<file path="src/rtl/alu_arbiter_5bit.sv">
// alu_arbiter_5bit: round-robin arbiter sharing one combinational ALU between
// two requesters. Operands are registered onto the ALU, held for HOLD_CYCLES,
// then result and flags are captured into a response register with a
// valid/ready handshake.
// Optional feature macro: ALU_ARB_STATS_EN (saturating 16-bit grant counters
// on gnt_cnt0/gnt_cnt1; when undefined those ports are tied to zero).

module alu_arbiter_5bit #(
  parameter int WIDTH       = 5,
  parameter int HOLD_CYCLES = 1
) (
  input  logic             clk,
  input  logic             reset,
  input  logic             req0_valid,
  output logic             req0_ready,
  input  logic [1:0]       req0_op,
  input  logic [WIDTH-1:0] req0_a,
  input  logic [WIDTH-1:0] req0_b,
  input  logic             req1_valid,
  output logic             req1_ready,
  input  logic [1:0]       req1_op,
  input  logic [WIDTH-1:0] req1_a,
  input  logic [WIDTH-1:0] req1_b,
  output logic [1:0]       alu_op,
  output logic [WIDTH-1:0] alu_a,
  output logic [WIDTH-1:0] alu_b,
  input  logic [WIDTH-1:0] alu_z,
  input  logic             alu_cf,
  input  logic             alu_sf,
  input  logic             alu_zf,
  output logic             rsp_valid,
  input  logic             rsp_ready,
  output logic             rsp_id,
  output logic [WIDTH-1:0] rsp_z,
  output logic             rsp_cf,
  output logic             rsp_sf,
  output logic             rsp_zf,
  output logic [15:0]      gnt_cnt0,
  output logic [15:0]      gnt_cnt1
);

  localparam int CNT_W = (HOLD_CYCLES > 1) ? $clog2(HOLD_CYCLES + 1) : 1;

  if (HOLD_CYCLES < 1) begin : g_hold_check
    $error("alu_arbiter_5bit: HOLD_CYCLES must be >= 1");
  end

  typedef enum logic [1:0] {IDLE, EXEC, RESP} state_e;

  state_e             state_q, state_d;
  logic               rr_q, rr_d;          // 0: req0 favoured, 1: req1 favoured
  logic [CNT_W-1:0]   cnt_q, cnt_d;
  logic               id_q, id_d;          // requester of the op in flight
  logic [1:0]         alu_op_q, alu_op_d;
  logic [WIDTH-1:0]   alu_a_q, alu_a_d;
  logic [WIDTH-1:0]   alu_b_q, alu_b_d;
  logic               rsp_valid_q, rsp_valid_d;
  logic               rsp_id_q, rsp_id_d;
  logic [WIDTH-1:0]   rsp_z_q, rsp_z_d;
  logic               rsp_cf_q, rsp_cf_d;
  logic               rsp_sf_q, rsp_sf_d;
  logic               rsp_zf_q, rsp_zf_d;
  logic               gnt0, gnt1;

  // Round-robin grant; only offered in IDLE and never while reset is asserted.
  always_comb begin
    gnt0 = 1'b0;
    gnt1 = 1'b0;
    if (state_q == IDLE && !reset) begin
      if (req0_valid && (!req1_valid || !rr_q)) gnt0 = 1'b1;
      else if (req1_valid)                      gnt1 = 1'b1;
    end
  end

  // Next-state and register-update logic for the IDLE/EXEC/RESP sequence.
  always_comb begin
    // NOTE: every signal gets its hold value first so no path leaves it unassigned (no latches).
    state_d     = state_q;
    rr_d        = rr_q;
    cnt_d       = cnt_q;
    id_d        = id_q;
    alu_op_d    = alu_op_q;
    alu_a_d     = alu_a_q;
    alu_b_d     = alu_b_q;
    rsp_valid_d = rsp_valid_q;
    rsp_id_d    = rsp_id_q;
    rsp_z_d     = rsp_z_q;
    rsp_cf_d    = rsp_cf_q;
    rsp_sf_d    = rsp_sf_q;
    rsp_zf_d    = rsp_zf_q;
    unique case (state_q)
      IDLE: begin
        if (gnt0 || gnt1) begin
          alu_op_d = gnt1 ? req1_op : req0_op;
          alu_a_d  = gnt1 ? req1_a  : req0_a;
          alu_b_d  = gnt1 ? req1_b  : req0_b;
          id_d     = gnt1;
          cnt_d    = CNT_W'(HOLD_CYCLES);
          state_d  = EXEC;
        end
      end
      EXEC: begin
        cnt_d = cnt_q - CNT_W'(1);
        if (cnt_q == CNT_W'(1)) begin
          rsp_z_d     = alu_z;
          rsp_cf_d    = alu_cf;
          rsp_sf_d    = alu_sf;
          rsp_zf_d    = alu_zf;
          rsp_id_d    = id_q;
          rsp_valid_d = 1'b1;
          state_d     = RESP;
        end
      end
      RESP: begin
        if (rsp_ready) begin
          rsp_valid_d = 1'b0;
          rr_d        = ~rsp_id_q;
          state_d     = IDLE;
        end
      end
      default: state_d = IDLE;
    endcase
  end

  // State and datapath registers with synchronous reset.
  always_ff @(posedge clk) begin
    // NOTE: sequential state uses non-blocking assignments so all flops update together at the edge.
    if (reset) begin
      state_q     <= IDLE;
      rr_q        <= 1'b0;
      cnt_q       <= '0;
      id_q        <= 1'b0;
      alu_op_q    <= '0;
      alu_a_q     <= '0;
      alu_b_q     <= '0;
      rsp_valid_q <= 1'b0;
      rsp_id_q    <= 1'b0;
      rsp_z_q     <= '0;
      rsp_cf_q    <= 1'b0;
      rsp_sf_q    <= 1'b0;
      rsp_zf_q    <= 1'b0;
    end else begin
      state_q     <= state_d;
      rr_q        <= rr_d;
      cnt_q       <= cnt_d;
      id_q        <= id_d;
      alu_op_q    <= alu_op_d;
      alu_a_q     <= alu_a_d;
      alu_b_q     <= alu_b_d;
      rsp_valid_q <= rsp_valid_d;
      rsp_id_q    <= rsp_id_d;
      rsp_z_q     <= rsp_z_d;
      rsp_cf_q    <= rsp_cf_d;
      rsp_sf_q    <= rsp_sf_d;
      rsp_zf_q    <= rsp_zf_d;
    end
  end

  assign req0_ready = gnt0;
  assign req1_ready = gnt1;
  assign alu_op     = alu_op_q;
  assign alu_a      = alu_a_q;
  assign alu_b      = alu_b_q;
  assign rsp_valid  = rsp_valid_q;
  assign rsp_id     = rsp_id_q;
  assign rsp_z      = rsp_z_q;
  assign rsp_cf     = rsp_cf_q;
  assign rsp_sf     = rsp_sf_q;
  assign rsp_zf     = rsp_zf_q;

`ifdef ALU_ARB_STATS_EN
  logic [15:0] gnt_cnt0_q, gnt_cnt0_d;
  logic [15:0] gnt_cnt1_q, gnt_cnt1_d;

  // Saturating per-requester accept counters.
  always_comb begin
    gnt_cnt0_d = gnt_cnt0_q;
    gnt_cnt1_d = gnt_cnt1_q;
    if (gnt0 && gnt_cnt0_q != 16'hFFFF) gnt_cnt0_d = gnt_cnt0_q + 16'd1;
    if (gnt1 && gnt_cnt1_q != 16'hFFFF) gnt_cnt1_d = gnt_cnt1_q + 16'd1;
  end

  // Counter registers, cleared by reset.
  always_ff @(posedge clk) begin
    if (reset) begin
      gnt_cnt0_q <= '0;
      gnt_cnt1_q <= '0;
    end else begin
      gnt_cnt0_q <= gnt_cnt0_d;
      gnt_cnt1_q <= gnt_cnt1_d;
    end
  end

  assign gnt_cnt0 = gnt_cnt0_q;
  assign gnt_cnt1 = gnt_cnt1_q;
`else
  assign gnt_cnt0 = '0;
  assign gnt_cnt1 = '0;
`endif

endmodule

</file>
<file path="config.mk">
export PLATFORM = sky130hd
export DESIGN_NAME = alu_arbiter_5bit
export DESIGN_NICKNAME = d
export VERILOG_FILES = /design/src/rtl/alu_arbiter_5bit.sv
export SDC_FILE = /design/constraint.sdc
export NUM_CORES = 1
export LEC_CHECK = 0
export ABC_AREA = 1
export CORE_MARGIN = 5
export CORE_UTILIZATION = 39
export DETAILED_ROUTE_END_ITERATION = 8
export PLACE_DENSITY = 0.85
export SLEW_MARGIN = 30
export SYNTH_ARGS = -nofsm -noshare
export SYNTH_HDL_FRONTEND = slang
export SYNTH_SLANG_ARGS = --single-unit
</file>
<file path="constraint.sdc">
create_clock -name clk -period 3.55 [get_ports clk]
set_input_delay 0.8875 -clock clk [delete_from_list [all_inputs] [get_ports clk]]
set_output_delay 0.8875 -clock clk [all_outputs]
set_load 0.01 [all_outputs]
</file>
# After elaboration in Yosys (flattened, before gate mapping)
# Index checks and enable logic that the tools add are counted.
[totals] reg_bits=27 in_bits=37 out_inout_bits=56 elab_cells=53
[classes] addsub=1 eq_ne=5 muxes=17 bitwise=1 n_reduce_logical=16
[ops] op="5-bit two-way mux" n=2
[ops] op="1-bit two-way mux" n=8
[ops] op="2-bit two-way mux" n=4
[ops] op="2-bit AND reduction" n=4
[ops] op="2-bit case mux with 3 select lines" n=1
[ops] op="3-bit AND reduction" n=2
[ops] op="2-bit inequality test, second input constant" n=2
[ops] op="1-bit case mux with 2 select lines" n=2
[ops] op="2-bit nonzero test" n=2
[ops] op="1-bit zero test" n=3
[ops] op="2-bit by 1-bit == test with 1-bit output, second input constant" n=1
[ops] op="2-bit == test, second input constant" n=1
[ops] op="1-bit logical AND" n=2
[ops] op="2-bit zero test" n=1
[ops] op="1-bit logical OR" n=2
[ops] op="2-bit by 1-bit inequality test with 1-bit output, second input constant" n=1
[ops] op="1-bit NOT" n=1
[ops] op="1-bit subtractor, second input constant" n=1

# Longest topological paths before layout
# Gate-level depths: netlist of the first run.
[logic_depth] depth_word=8 mapped_depth=8 mapped_depth_nobuf=7

# Least setup slack after synthesis of the first run
# OpenSTA, ideal clock, no wires.
[synth_timing] path_kind="input to output" startpoint="input port reset" endpoint="output port req0_ready" arrival_time_ps=1426 required_time_ps=2663 setup_slack_ps=1236 path_stages=4 n_path_buf=1 cell_sequence="nor2_1 -> buf_4 -> nand3_1 -> inv_1"
[synth_via] elab_chain_len=3
[synth_lines] element="start, declared" line="13" source="input logic reset,"
[synth_lines] element="1-bit zero test" line="69" source="if (state_q == IDLE && !reset) begin"
[synth_lines] element="1-bit logical AND" line="69"
[synth_lines] element="1-bit two-way mux" line="69"
[synth_lines] element="end, declared" line="15" source="output logic req0_ready,"
# No other way between the ends.

# Worst setup path after layout of the first run
[layout_timing] startpoint="input port req1_valid" endpoint="output port req1_ready"
[layout_via] elab_chain_len=5 elab_cells_between_ends=6 cone_classes="3 x mux; 3 x reduce/logical"
[layout_lines] element="start, declared" line="19" source="input logic req1_valid,"
[layout_lines] element="1-bit zero test" line="70" source="if (req0_valid && (!req1_valid || !rr_q)) gnt0 = 1'b1;"
[layout_lines] element="1-bit logical OR" line="70"
[layout_lines] element="1-bit logical AND" line="70"
[layout_lines] element="1-bit two-way mux (*)" line="70"
[layout_lines] element="1-bit two-way mux (*)" line="69"
[layout_lines] element="end, declared" line="20" source="output logic req1_ready,"
# Every way passes the cells marked *; elsewhere a longest branch is shown, timed or not.

==> results of run 1 <==
[logic make-up after synthesis]
| kind of cell | Yosys count |
|---|---|
| buffers and inverters | 61 |
| AO/OA/AOI/OAI | 30 |
| AND/OR/NAND/NOR | 95 |
| flip-flops | 27 |
| other | 1 |
[final timing paths]
| kind | start | endpoint | slack [ns] | cells past startpoint |
|---|---|---|---|---|
| worst max register to register | state_q[0]$_SDFFE_PP0P_ | rsp_id$_SDFFE_PP0P_ | 1.69 | 5 |
| worst min register to register | rsp_sf$_SDFFE_PP0P_ | rsp_sf$_SDFFE_PP0P_ | 0.46 | 2 |
| worst min-delay path | rsp_sf$_SDFFE_PP0P_ | rsp_sf$_SDFFE_PP0P_ | 0.46 | 2 |
| worst max-delay path | req1_valid | req1_ready | 0.29 | 6 |
[worst max-delay path: stages]
cell and delay (ns):
clkdlybuf4s50_1 0.51, nand2_1 0.10, nand2_2 0.09, nand2_1 0.07
nor2_2 0.15, clkdlybuf4s50_1 0.57
[final cells by class]
class / instances / area (µm²)
Clock buffer: 3 / 41.3
Sequential cell: 27 / 541
Inverter: 19 / 71.3
Timing Repair Buffer: 65 / 638
Multi-Input combinational cell: 157 / 681
Tap cell: 48 / 60.1
Fill cell: 350 / 1620
Clock inverter: 1 / 5.00
[Yosys cell counts, types with 2 or more instances]
master,instances
buf_4,34
inv_1,18
nor2_1,41
a21oi_1,14
nand3_1,22
buf_6,2
dfxtp_1,27
nand2_2,2
o21ai_0,14
nor2_2,2
nand2_1,26
buf_2,4
[cells in the final DEF, fill, tap and decap left out, drive strengths merged]
master         synthesis  final
dfxtp                 27     27
clkbuf                 1      3
o21ai                 15     15
a21oi                 15     15
conb                   1     32
clkinv                 0      1
nand3b                 1      1
buf                   41      5
nand2                 28     28
nor3                   1      1
nand3                 22     22
inv                   19     19
clkdlybuf4s50          0     60
nor2                  43     43
[power groups by stage]
stage	clock network, mW	logic (mW)	registers [mW]
finish	0.175	0.195	0.341
global route	0.187	0.217	0.344
CTS	0.180	0.197	0.341
detailed placement	0	0.196	0.348
global placement	0	0.194	0.347
floorplan	0	0.125	0.352
[metal layers]
metal  vias to the layer above  part of all wire, %  routed length, µm  GRT usage, %
met1                       594                   40               1410          15.6
met4                         0                 0.54                 19          3.76
met3                         2                   11                392          4.21
li1                        723                    -                  -             -
met5                         -                    0                  0             0
met2                        53                   48               1710          21.9
[registers in the layout (all words and copies together), names as in the netlist, 2 cells and up]
register and flops:
alu_a 5, alu_b 5, alu_op 2, rsp_z 5
state_q 2
==> results.sh, run 1 <==
export IMPL_cts_buffers=3
export IMPL_seq_area_frac_synth_pct=36.5
export IMPL_cts_max_path_buffers=2
export IMPL_setup_viol=0
export IMPL_cts_max_level=1
export IMPL_maxSlewHeadroom_pct=55.6
export IMPL_dpl_worst_slack_ns=0.300
export IMPL_cts_setup_buffers=0
export IMPL_diodes=0
export IMPL_gp_congestion=0.803
export IMPL_status="finished clean"
export IMPL_routed_wl_mm=3.54
export IMPL_yosys_warnings=0
export IMPL_port_buffers=60
export IMPL_peakVddDrop_mv=0.150
export IMPL_synth_compound_area_share_pct=10.9
export IMPL_synth_xor_area_share_pct=0
export IMPL_cts_sinks=27
export IMPL_layout_setup_ws_ns=0.287
export IMPL_grt_max_degree=27
export IMPL_hold_path_class="reg2reg"
export IMPL_cts_tree="yes"
export IMPL_yosysTopAreaCell="dfxtp_1"
export IMPL_placementRows=22
export IMPL_synth_cell_types=20
export IMPL_yosys_top_cells_area="dfxtp_1 36%, buf_4 17%, nor2_1 10%"
export IMPL_ys_flop_type="dfxtp_1"
export IMPL_synthSimpleGateAreaFrac_pct=26.9
export IMPL_cts_root_buf="clkbuf_8"
export IMPL_num_vias=1372
export IMPL_worst_setup_path_type="in2out"
export IMPL_cts_hold_buffers=0
export IMPL_p_comb_share_pct=27.4
export IMPL_syn_area_per_cell_um2=6.92
export IMPL_syn_area_um2=1480
export IMPL_arrival_ns=2.38
export IMPL_switching_power_mw=0.209
export IMPL_stdcell_count=320
export IMPL_first_pass_iters=4
export IMPL_initial_core_util_pct=40.5
export IMPL_grt_usage_pct=12.9
export IMPL_finalPower_mw=0.711
export IMPL_start_kind="primary input"
export IMPL_grt_overflow=0
export IMPL_syn_inst=214
export IMPL_leakage_nw=0.874
export IMPL_finalSetupTns_ns=0
export IMPL_tightest_slew_ns=0.664
export IMPL_grt_pass1_vias=1208
export IMPL_fin_skew_ns=0.00334
export IMPL_seqPwrFrac_pct=47.9
export IMPL_synthMuxAreaShare_pct=0
export IMPL_p_per_area_nw_per_um2=349
export IMPL_cts_resized=0
export IMPL_fp_dieH_um=71.6
export IMPL_die_width_um=71.6
export IMPL_final_area_um2=2040
export IMPL_synth_top_family_by_area="simple AND/OR/NAND/NOR gates"
export IMPL_place_area_um2=1990
export IMPL_cp_max_fo=3
export IMPL_holdWs_ns=0.464
export IMPL_worst_ep_required_time_ns=2.66
export IMPL_synthAdderAreaFrac_pct=0
export IMPL_p_clk_share_pct=24.7
export IMPL_rsz0062_at_grt="no"
export IMPL_fin_crit_sh_pct=91.9
export IMPL_max_freq_mhz=306
export IMPL_synth_edff_count=0
export IMPL_p_sw_share_pct=29.4
export IMPL_clock_latency_ns=0.27
export IMPL_ant_nets=0
export IMPL_intPower_mw=0.502
export IMPL_utilization_pct=55.6
export IMPL_drv_slew=0
export IMPL_wl_per_cell_um=11.1
export IMPL_nets=310
export IMPL_num_io_pins=93
export IMPL_synth_top_area_share_pct=36.5
export IMPL_synth_seq_cells=27
export IMPL_hold_viol_final=0
export IMPL_grt_pass1_wl_mm=5.41
export IMPL_core_area_um2=3660
export IMPL_dp_hpwl_mm=2.72
export IMPL_drcViolationCount=0
export IMPL_synth_async_sr_flop_share_pct=0
export IMPL_vias_per_cell=4.29
export IMPL_clk_pin_slew_ns=0.10
export IMPL_cap_violations=0
export IMPL_placed_cells=316
export IMPL_area_delta_synth_final_pct=37.5
export IMPL_drive_gt1_share_pct=5.51
export IMPL_die_area_um2=5130
export IMPL_antenna_found_initial=0
export IMPL_period_needed_ns=3.26
export IMPL_initialDrtViolationCount=61
export IMPL_endpoint_kind="primary output"
Power figures use the tool's default switching activity.
==> inputs of run 2 (changes only) <==
--- a/config.mk
+++ b/config.mk
@@ -10,7 +10,7 @@
 export CORE_UTILIZATION = 39
 export DETAILED_ROUTE_END_ITERATION = 8
 export PLACE_DENSITY = 0.85
-export SLEW_MARGIN = 30
+export SLEW_MARGIN = 20
 export SYNTH_ARGS = -nofsm -noshare
 export SYNTH_HDL_FRONTEND = slang
 export SYNTH_SLANG_ARGS = --single-unit
==> results of run 2 <==
No change in the layout: final DEF, timing and power equal those of run 1.
